===== src/rtl/fp_mul_arbiter.sv =====
// Round-robin arbiter sharing one half-precision multiplier between two requesters.
// One operation in flight at a time; each result returns tagged to its issuer.
module fp_mul_arbiter #(
  parameter int LAT = 2
) (
  input  logic        clk,
  input  logic        reset,
  input  logic        req0_valid,
  output logic        req0_ready,
  input  logic [15:0] req0_a,
  input  logic [15:0] req0_b,
  input  logic        req1_valid,
  output logic        req1_ready,
  input  logic [15:0] req1_a,
  input  logic [15:0] req1_b,
  output logic        rsp0_valid,
  output logic [15:0] rsp0_data,
  output logic        rsp1_valid,
  output logic [15:0] rsp1_data,
  output logic        busy
);

  typedef enum logic [1:0] {S_IDLE = 2'd0, S_EXEC = 2'd1, S_RESP = 2'd2} state_t;

  state_t      r_state;
  state_t      w_state_nxt;
  logic        r_rr;
  logic        r_owner;
  logic [3:0]  r_cnt;
  logic [15:0] r_op_a_p0;
  logic [15:0] r_op_b_p0;
  logic [15:0] r_rsp0_data;
  logic [15:0] r_rsp1_data;
  logic [1:0]  w_req;
  logic        w_grant;
  logic        w_hs;
  logic [15:0] w_prod_p1;

  // Denormals flush to zero, mantissa truncates, exponent wraps (no Inf/NaN).
  function automatic logic [15:0] fp_mul16(input logic [15:0] a, input logic [15:0] b);
    logic [11:0] prod_hi;
    logic [4:0]  exp;
    logic [9:0]  man;
    logic [15:0] res;
    prod_hi = 12'(({11'd0, 1'b1, a[9:0]} * {11'd0, 1'b1, b[9:0]}) >> 10);
    exp     = a[14:10] + b[14:10] - 5'd15 + {4'd0, prod_hi[11]};
    man     = prod_hi[11] ? prod_hi[10:1] : prod_hi[9:0];
    if (a[14:10] == 5'd0 || b[14:10] == 5'd0)
      res = 16'h0000;
    else
      res = {a[15] ^ b[15], exp, man};
    return res;
  endfunction

  assign w_req     = {req1_valid, req0_valid};
  assign w_grant   = w_req[r_rr] ? r_rr : ~r_rr;
  assign w_hs      = (r_state == S_IDLE) && (w_req != 2'b00);
  assign w_prod_p1 = fp_mul16(r_op_a_p0, r_op_b_p0);

  always_ff @(posedge clk or posedge reset) begin
    if (reset) r_state <= S_IDLE;
    else       r_state <= w_state_nxt;
  end

  always_comb begin
    w_state_nxt = r_state;
    case (r_state)
      S_IDLE:  if (w_hs) w_state_nxt = S_EXEC;
      S_EXEC:  if (r_cnt == 4'd0) w_state_nxt = S_RESP;
      S_RESP:  w_state_nxt = S_IDLE;
      default: w_state_nxt = S_IDLE;
    endcase
  end

  always_comb begin
    req0_ready = 1'b0;
    req1_ready = 1'b0;
    if (w_hs) begin
      req0_ready = ~w_grant;
      req1_ready = w_grant;
    end
    rsp0_valid = (r_state == S_RESP) && !r_owner;
    rsp1_valid = (r_state == S_RESP) && r_owner;
    busy       = (r_state != S_IDLE);
  end

  // p0: operands captured at handshake; p1: product captured when the count expires
  always_ff @(posedge clk or posedge reset) begin
    if (reset) begin
      r_rr        <= 1'b0;
      r_owner     <= 1'b0;
      r_cnt       <= 4'd0;
      r_op_a_p0   <= 16'h0000;
      r_op_b_p0   <= 16'h0000;
      r_rsp0_data <= 16'h0000;
      r_rsp1_data <= 16'h0000;
    end else begin
      case (r_state)
        S_IDLE: begin
          if (w_hs) begin
            r_op_a_p0 <= w_grant ? req1_a : req0_a;
            r_op_b_p0 <= w_grant ? req1_b : req0_b;
            r_owner   <= w_grant;
            r_cnt     <= 4'(LAT - 1);
          end
        end
        S_EXEC: begin
          if (r_cnt != 4'd0)
            r_cnt <= r_cnt - 4'd1;
          else if (r_owner)
            r_rsp1_data <= w_prod_p1;
          else
            r_rsp0_data <= w_prod_p1;
        end
        S_RESP:  r_rr <= ~r_owner;
        default: ;
      endcase
    end
  end

  assign rsp0_data = r_rsp0_data;
  assign rsp1_data = r_rsp1_data;

endmodule


===== config.mk =====
export PLATFORM = sky130hd
export DESIGN_NAME = fp_mul_arbiter
export DESIGN_NICKNAME = d
export VERILOG_FILES = /design/src/rtl/fp_mul_arbiter.sv
export SDC_FILE = /design/constraint.sdc
export NUM_CORES = 1
export LEC_CHECK = 0
export CAP_MARGIN = 20
export CORE_MARGIN = 4
export CORE_UTILIZATION = 57
export DETAILED_ROUTE_END_ITERATION = 8
export GPL_TIMING_DRIVEN = 0
export PLACE_DENSITY = 0.82
export SETUP_SLACK_MARGIN = 0.4
export SYNTH_ARGS = -nofsm -noshare
export SYNTH_HDL_FRONTEND = slang
export SYNTH_SLANG_ARGS = --single-unit

===== constraint.sdc =====
create_clock -name clk -period 8.3 [get_ports clk]
set_input_delay 1.66 -clock clk [delete_from_list [all_inputs] [get_ports clk]]
set_output_delay 1.66 -clock clk [all_outputs]
set_load 0.005 [all_outputs]

==> summary.txt, run 1 <==
Floorplan
  • I/O pins: 105
  • Die H: 122 um
  • Die width: 122 um
  • Initial Util: 58.4%
  • Core Rows: 41
  • Die ar.: 0.0148 sq mm
  • Core area: 0.0126 sq mm

Logic synthesis
  • Post-synth design cell area: 0.00737 sq mm
  • Synth cell types: 58
  • Primary FF master, synth: dfrtp_1
  • #FFs+latches synth: 72
  • Mean Syn Cell Area: 9.00 sq um
  • Ys async rst share: 100%
  • Mapped Cells: 819
  • Synthesized net count: 1032
  • EDFF count, synth: 0
  • Yosys warnings: 0
  • Sequential share of the synthesized area: 24.4%

STA
  • RSZ-0062 raised after global routing: no
  • Fmax achieved: 134 MHz
  • Slew Limit Fails: 0
  • Final setup viols: 0
  • Period minus WS final: 7.46 ns
  • Setup TNS: 0 ns
  • Fin crit share: 89.9%
  • Endpoints failing hold: 0
  • Least-Margin Pin Slew: 1.05 ns
  • Slew headroom: 29.8%
  • Worst setup margin: 0.836 ns
  • Final Skew: 0.00927 ns

Clock network
  • Clk sinks: 72
  • Cts hold-fix bufs: 0
  • Resized cells post-CTS: 0
  • Clk buf depth: 2
  • Reg clk slew, reported paths: 0.06 ns
  • Clk_lat worst skew: 0.33 ns
  • Clock buffers created by TritonCTS: 9
  • Post-CTS Setup Bufs: 0
  • CTS tree: built
  • CTS root buffer: clkbuf_16
  • H-tree depth: 3

Finish
  • Layout cell share with drive strength beyond 1: 3.19%
  • Final nets: 1148
  • N_diodes: 0
  • Fillers: 1028
  • Area grow syn2layout: 21.3%

Route
  • Number of remaining DRC errors: 0
  • 1st-pass router iterations: 9
  • ANT nets after route: 0
  • Post-Route WL: 17800 um
  • Routed len/inst: 16.0 um
  • DRT iter0 DRCs: 473
  • Vias: 6062
  • Vias per inst: 5.45

Global routing
  • Pin count of the biggest net entering global routing: 73
  • Number of global-route vias before repair: 6440
  • First-pass GRT wire length: 30000 um
  • GRT Total Usage: 25.4%
  • Initial antenna violation count: 0
  • Grt met3 use: 3.53%
  • Busiest grt layer: met2
  • Met2 GRT Util: 42.5%
  • Total grt overflow: 0
  • GR Layer Usage met1: 34.2%

Placement
  • GP Congestion: 0.962
  • Post-DP HPWL: 14200 um
  • Setup WS pre-CTS: 0.870 ns
  • PortBufs: 104

Critical path
  • Kind of end point of the critical path: flip-flop
  • Critical Path RT: 8.52 ns
  • Critical setup path kind: flip-flop to flip-flop
  • CP Launch Type: flip-flop
  • CP Max Fanout: 10
  • CP arrival: 7.68 ns

Flow run
  • Max Cap Viol: 0

Min path
  • HP Class: flip-flop to flip-flop

Run status
  • Status: finished clean
[flip-flops by register name, indices dropped and copies added, names as in the netlist]
register   cells
r_op_b_p0     16
r_cnt          4
r_state        2
rsp1_data     16
rsp0_data     16
r_owner        1
r_rr           1
r_op_a_p0     16
[critical path: stages (launching register included)]
cell      delay, ns
dfrtp_1        0.38
clkbuf_1       0.48
nand2_1        0.15
fa_1           0.53
inv_1          0.05
fa_1           0.53
fa_1           0.45
fa_1           0.57
inv_1          0.06
fa_1           0.53
inv_1          0.04
ha_1           0.27
clkbuf_1       0.18
and3_1         0.24
and3_1         0.17
a32o_1         0.30
a311o_2        0.40
or2_1          0.24
buf_6          0.16
nand2_1        0.07
nand2_1        0.06
ha_1           0.22
fa_1           0.43
a21o_1         0.17
a21oi_1        0.17
xnor2_1        0.15
nor2_1         0.09
mux2_2         0.27
[layout by cell type (no fill, tap or decap), drive strengths merged, types with 2 or more instances in the layout]
cell type	count
dfrtp	72
nand2	100
buf	3
a211oi	2
clkdlybuf4s50	104
o21a	4
fa	80
or3	3
o21bai	4
nor3	9
o31ai	3
or2	2
a31oi	2
nand3b	3
nand2b	4
a311o	2
a21o	6
xnor2	7
nor2	64
a21oi	51
and2	39
nand3	7
nor4b	2
inv	125
ha	65
xor2	8
a211o	2
a32o	2
nor2b	2
nand4	5
mux2	4
clkinv	2
mux2i	40
or4	2
clkbuf	49
and3	8
o21ai	35
[cell usage after synthesis (2+ instances only)]
master	number	area, sq um
inv_1	124	465
nand2_1	100	375
fa_1	80	1600
dfrtp_1	72	1800
ha_1	65	813
nor2_1	64	240
a21oi_1	51	255
mux2i_1	40	400
and2_1	39	244
clkbuf_1	37	139
o21ai_0	20	100
o21ai_1	15	75.1
nor3_1	9	45.0
xor2_1	8	70.1
and3_1	7	43.8
nand3_1	7	35.0
xnor2_1	7	61.3
a21o_1	5	37.5
nand4_1	5	31.3
mux2_2	4	45.0
nand2b_1	4	25.0
o21a_1	4	30.0
o21bai_1	4	30.0
nand3b_1	3	22.5
o31ai_1	3	22.5
a211o_1	2	17.5
a211oi_1	2	15.0
a31oi_1	2	12.5
a32o_1	2	20.0
buf_1	2	7.51
nor2b_1	2	12.5
nor4b_1	2	17.5
or3_1	2	12.5
or4_1	2	15.0
[worst paths after layout]
path	start	cells after the start	endpoint	slack (ns)
setup / recovery	r_op_b_p0[3]	27	rsp1_data[14]	0.84
hold / removal	rsp1_data[0]	2	rsp1_data[0]	0.49
setup reg to reg	r_op_b_p0[3]	27	rsp1_data[14]	0.84
hold reg to reg	rsp1_data[0]	2	rsp1_data[0]	0.49
max in group asynchronous	reset	2	r_op_a_p0[4]	5.86
min in group asynchronous	reset	2	rsp0_data[13]	1.86
[metal layers]
layer / part of all wire, % / wire [um]
met1: 42 / 7470
met2: 50 / 8830
met3: 5.8 / 1030
met4: 2.5 / 442
met5: 0 / 0
[per-stage QoR]
| stage | cell area, sq um | hold WS [ns] | instances | util (%) |
|---|---|---|---|---|
| 3_3_place_gp | 8630 | 0.464 | 1095 | 68.4 |
| 3_5_place_dp | 8630 | 0.473 | 1095 | 68.4 |
| 4_1_cts | 8940 | 0.490 | 1111 | 70.8 |
| 2_1_floorplan | 7370 | 0.462 | 819 | - |
| 6_report | 8940 | 0.489 | 1112 | 70.9 |
| 5_1_grt | 8940 | 0.518 | 1112 | 70.9 |
[kinds of logic (layout without fill, tap and decap cells)]
logic type               Yosys count  in the layout  synth area share [%]
multiplexers                      44             44                  6.04
adder cells (fa/ha/maj)          145            145                  32.8
XOR/XNOR                          16             16                  2.10
buffers and inverters            164            285                  8.45
AND/OR/NAND/NOR                  253            253                  15.9
flip-flops                        72             72                  24.4
AO/OA/AOI/OAI                    125            125                  10.3
[cell type report]
type	count	area, sq um	area share [%]
Clock buffer	11	243	2.71
Tap cell	172	215	2.41
Timing Repair Buffer	105	1050	11.7
Clock inverter	5	63.8	0.714
Multi-Input combinational cell	583	4950	55.3
Sequential cell	72	1800	20.1
Buffer	40	158	1.76
Inverter	124	468	5.23
Power of run 1 is not shown: default switching activity piles up to over one toggle a cycle in this logic, so the estimate is an artifact.
==> run 2: changes to the inputs <==
Settings changed: CORE_MARGIN 4 to 8, TNS_END_PERCENT set to 1.
Clock period 8.3 ns to 8.05 ns, I/O delays scaled along.
==> summary.txt, run 2 (same netlist as run 1, synthesis figures left out) <==
Run status
  • Status: finished clean

Min path
  • Hold path start: rsp1_data[11]
  • HP Class: flip-flop to flip-flop

Finish
  • Area grow syn2layout: 21.4%
  • Final Util: 70.9% (+0.079 points)
  • Fillers: 1002 (-2.5%)
  • Finished Layout Cells: 1111 (-0.090%)
  • Most frequent cells in the layout: inv_1 (123), clkdlybuf4s50_1 (104), nand2_1 (100)
  • Area of the multi-input gates: 0.00495 sq mm (about the same)
  • Final nets: 1147 (-0.087%)
  • Most common cell after layout, fill and taps aside: inv_1
  • Register area: 0.00180 sq mm (unchanged)
  • N_diodes: 0 (unchanged)
  • Layout cell share with drive strength beyond 1: 4.58% (+1.4 points)

Global routing
  • Total grt overflow: 0 (unchanged)
  • First-pass GRT wire length: 30400 um (+1.3%)
  • Pin count of the biggest net entering global routing: 73 (unchanged)
  • Number of global-route vias before repair: 6418 (-0.34%)
  • Initial antenna violation count: 0 (unchanged)
  • GRT Total Usage: 23.0% (-2.3 points)

Route
  • Routed len/inst: 16.3 um (+2.1%)
  • Post-Route WL: 18100 um (+2.0%)
  • Number of remaining DRC errors: 0 (unchanged)
  • Vias per inst: 5.45 (about the same)
  • DRT iter0 DRCs: 351 (-26%)
  • 1st-pass router iterations: 5 (-4)
  • Vias: 6058 (-0.066%)
  • ANT nets after route: 0 (unchanged)

STA
  • Slew Limit Fails: 0 (unchanged)
  • Fin crit share: 91.1% (+1.2 points)
  • Slew headroom: 25.0% (-4.8 points)
  • Final Skew: 0.00839 ns (-0.000885 ns)
  • Worst setup margin: 0.717 ns (-0.119 ns)
  • Setup TNS: 0 ns (unchanged)
  • Endpoints failing hold: 0 (unchanged)
  • Period minus WS final: 7.33 ns (-0.131 ns)
  • Fmax achieved: 136 MHz (+1.8%)
  • Final setup viols: 0 (unchanged)
  • RSZ-0062 raised after global routing: no
  • Least-Margin Pin Slew: 1.11 ns (+0.0566 ns)

Floorplan
  • Core Rows: 41 (unchanged)
  • Die ar.: 0.0168 sq mm (+14%)
  • Die H: 130 um (+6.6%)
  • I/O pins: 105 (unchanged)
  • Initial Util: 58.4% (unchanged)
  • Die width: 130 um (+6.6%)
  • Core area: 0.0126 sq mm (unchanged)

Clock network
  • Clk sinks: 72 (unchanged)
  • CTS tree: built
  • Clk_lat worst skew: 0.35 ns (+0.02 ns)
  • Clk buf depth: 2 (unchanged)
  • Cts hold-fix bufs: 0 (unchanged)
  • H-tree depth: 3 (unchanged)
  • Reg clk slew, reported paths: 0.06 ns (about the same)
  • CTS root buffer: clkbuf_16
  • Clock buffers created by TritonCTS: 9 (unchanged)

Critical path
  • Worst path max stage delay: 0.55 ns (-0.02 ns)
  • Cell with the largest stage delay on the worst path: fa_1
  • CP arrival: 7.57 ns (-0.11 ns)
  • CP Max Fanout: 10 (unchanged)
  • Critical setup path kind: flip-flop to flip-flop
  • Crit Reg-Reg Startpoint: r_op_b_p0[8]
  • Critical Path RT: 8.28 ns (-0.24 ns)
  • Reg2reg setup slack: 0.72 ns (-0.12 ns)
  • Crit path from: r_op_b_p0[8]
  • CP Launch Type: flip-flop
  • Worst path most repeated cell: fa_1
  • Kind of end point of the critical path: flip-flop

Placement
  • Post-DP HPWL: 14600 um (+2.6%)
  • Placed insts: 1095 (unchanged)
  • Setup WS pre-CTS: 0.560 ns (-0.310 ns)
  • GP Congestion: 0.877 (-8.8%)
  • PortBufs: 104 (unchanged)

Flow run
  • Max Cap Viol: 0 (unchanged)
## run 2: cell type report
type | count | area share, %
clock inverter | 7 | 0.867
inverter | 124 | 5.23
sequential | 72 | 20.1
buffer | 40 | 1.93
timing repair buffer | 104 | 11.6
multi-input combinational | 583 | 55.3
tap | 172 | 2.40
clock buffer | 9 | 2.52
## run 2: path summary, 6_finish.rpt
kind                                  to  cells past startpoint
min in group asynchronous  rsp1_data[12]                      2
max in group asynchronous   r_op_b_p0[0]                      2
max                        rsp1_data[14]                     28
min reg2reg                rsp1_data[11]                      2
max reg2reg                rsp1_data[14]                     28
min                        rsp1_data[11]                      2
## run 2: metal layers
metal  vias up  routed length [um]  GRT usage [%]
met1      2959                7470           28.8
li1       2874                   -              -
met2       194                9050           38.7
met5         -                   0              0
met3        31                1120           5.26
met4         0                 495           7.92
## run 2: timing repair
action,4_1_cts,5_1_grt
setup buffers,0,0
gates resized for setup,0,25
setup endpoints to repair,0,2
## run 2: critical path: cells and delay by family (launching register included)
family | cells | cell delay (ns)
compound gates | 4 | 1.05
xor+xnor | 1 | 0.16
fa+ha+maj | 8 | 3.26
buf+inv | 7 | 1.02
flops | 1 | 0.38
mux | 1 | 0.27
simple gates | 7 | 1.08
## run 2: through the flow
stage / area [sq um] / hold slack [ns]
after floorplan: 7370 / 0.462
after global placement: 8630 / 0.464
after detailed placement: 8630 / 0.480
after CTS: 8930 / 0.493
after global routing: 8950 / 0.518
final: 8950 / 0.490
Power of run 2 is left out for the same reason.
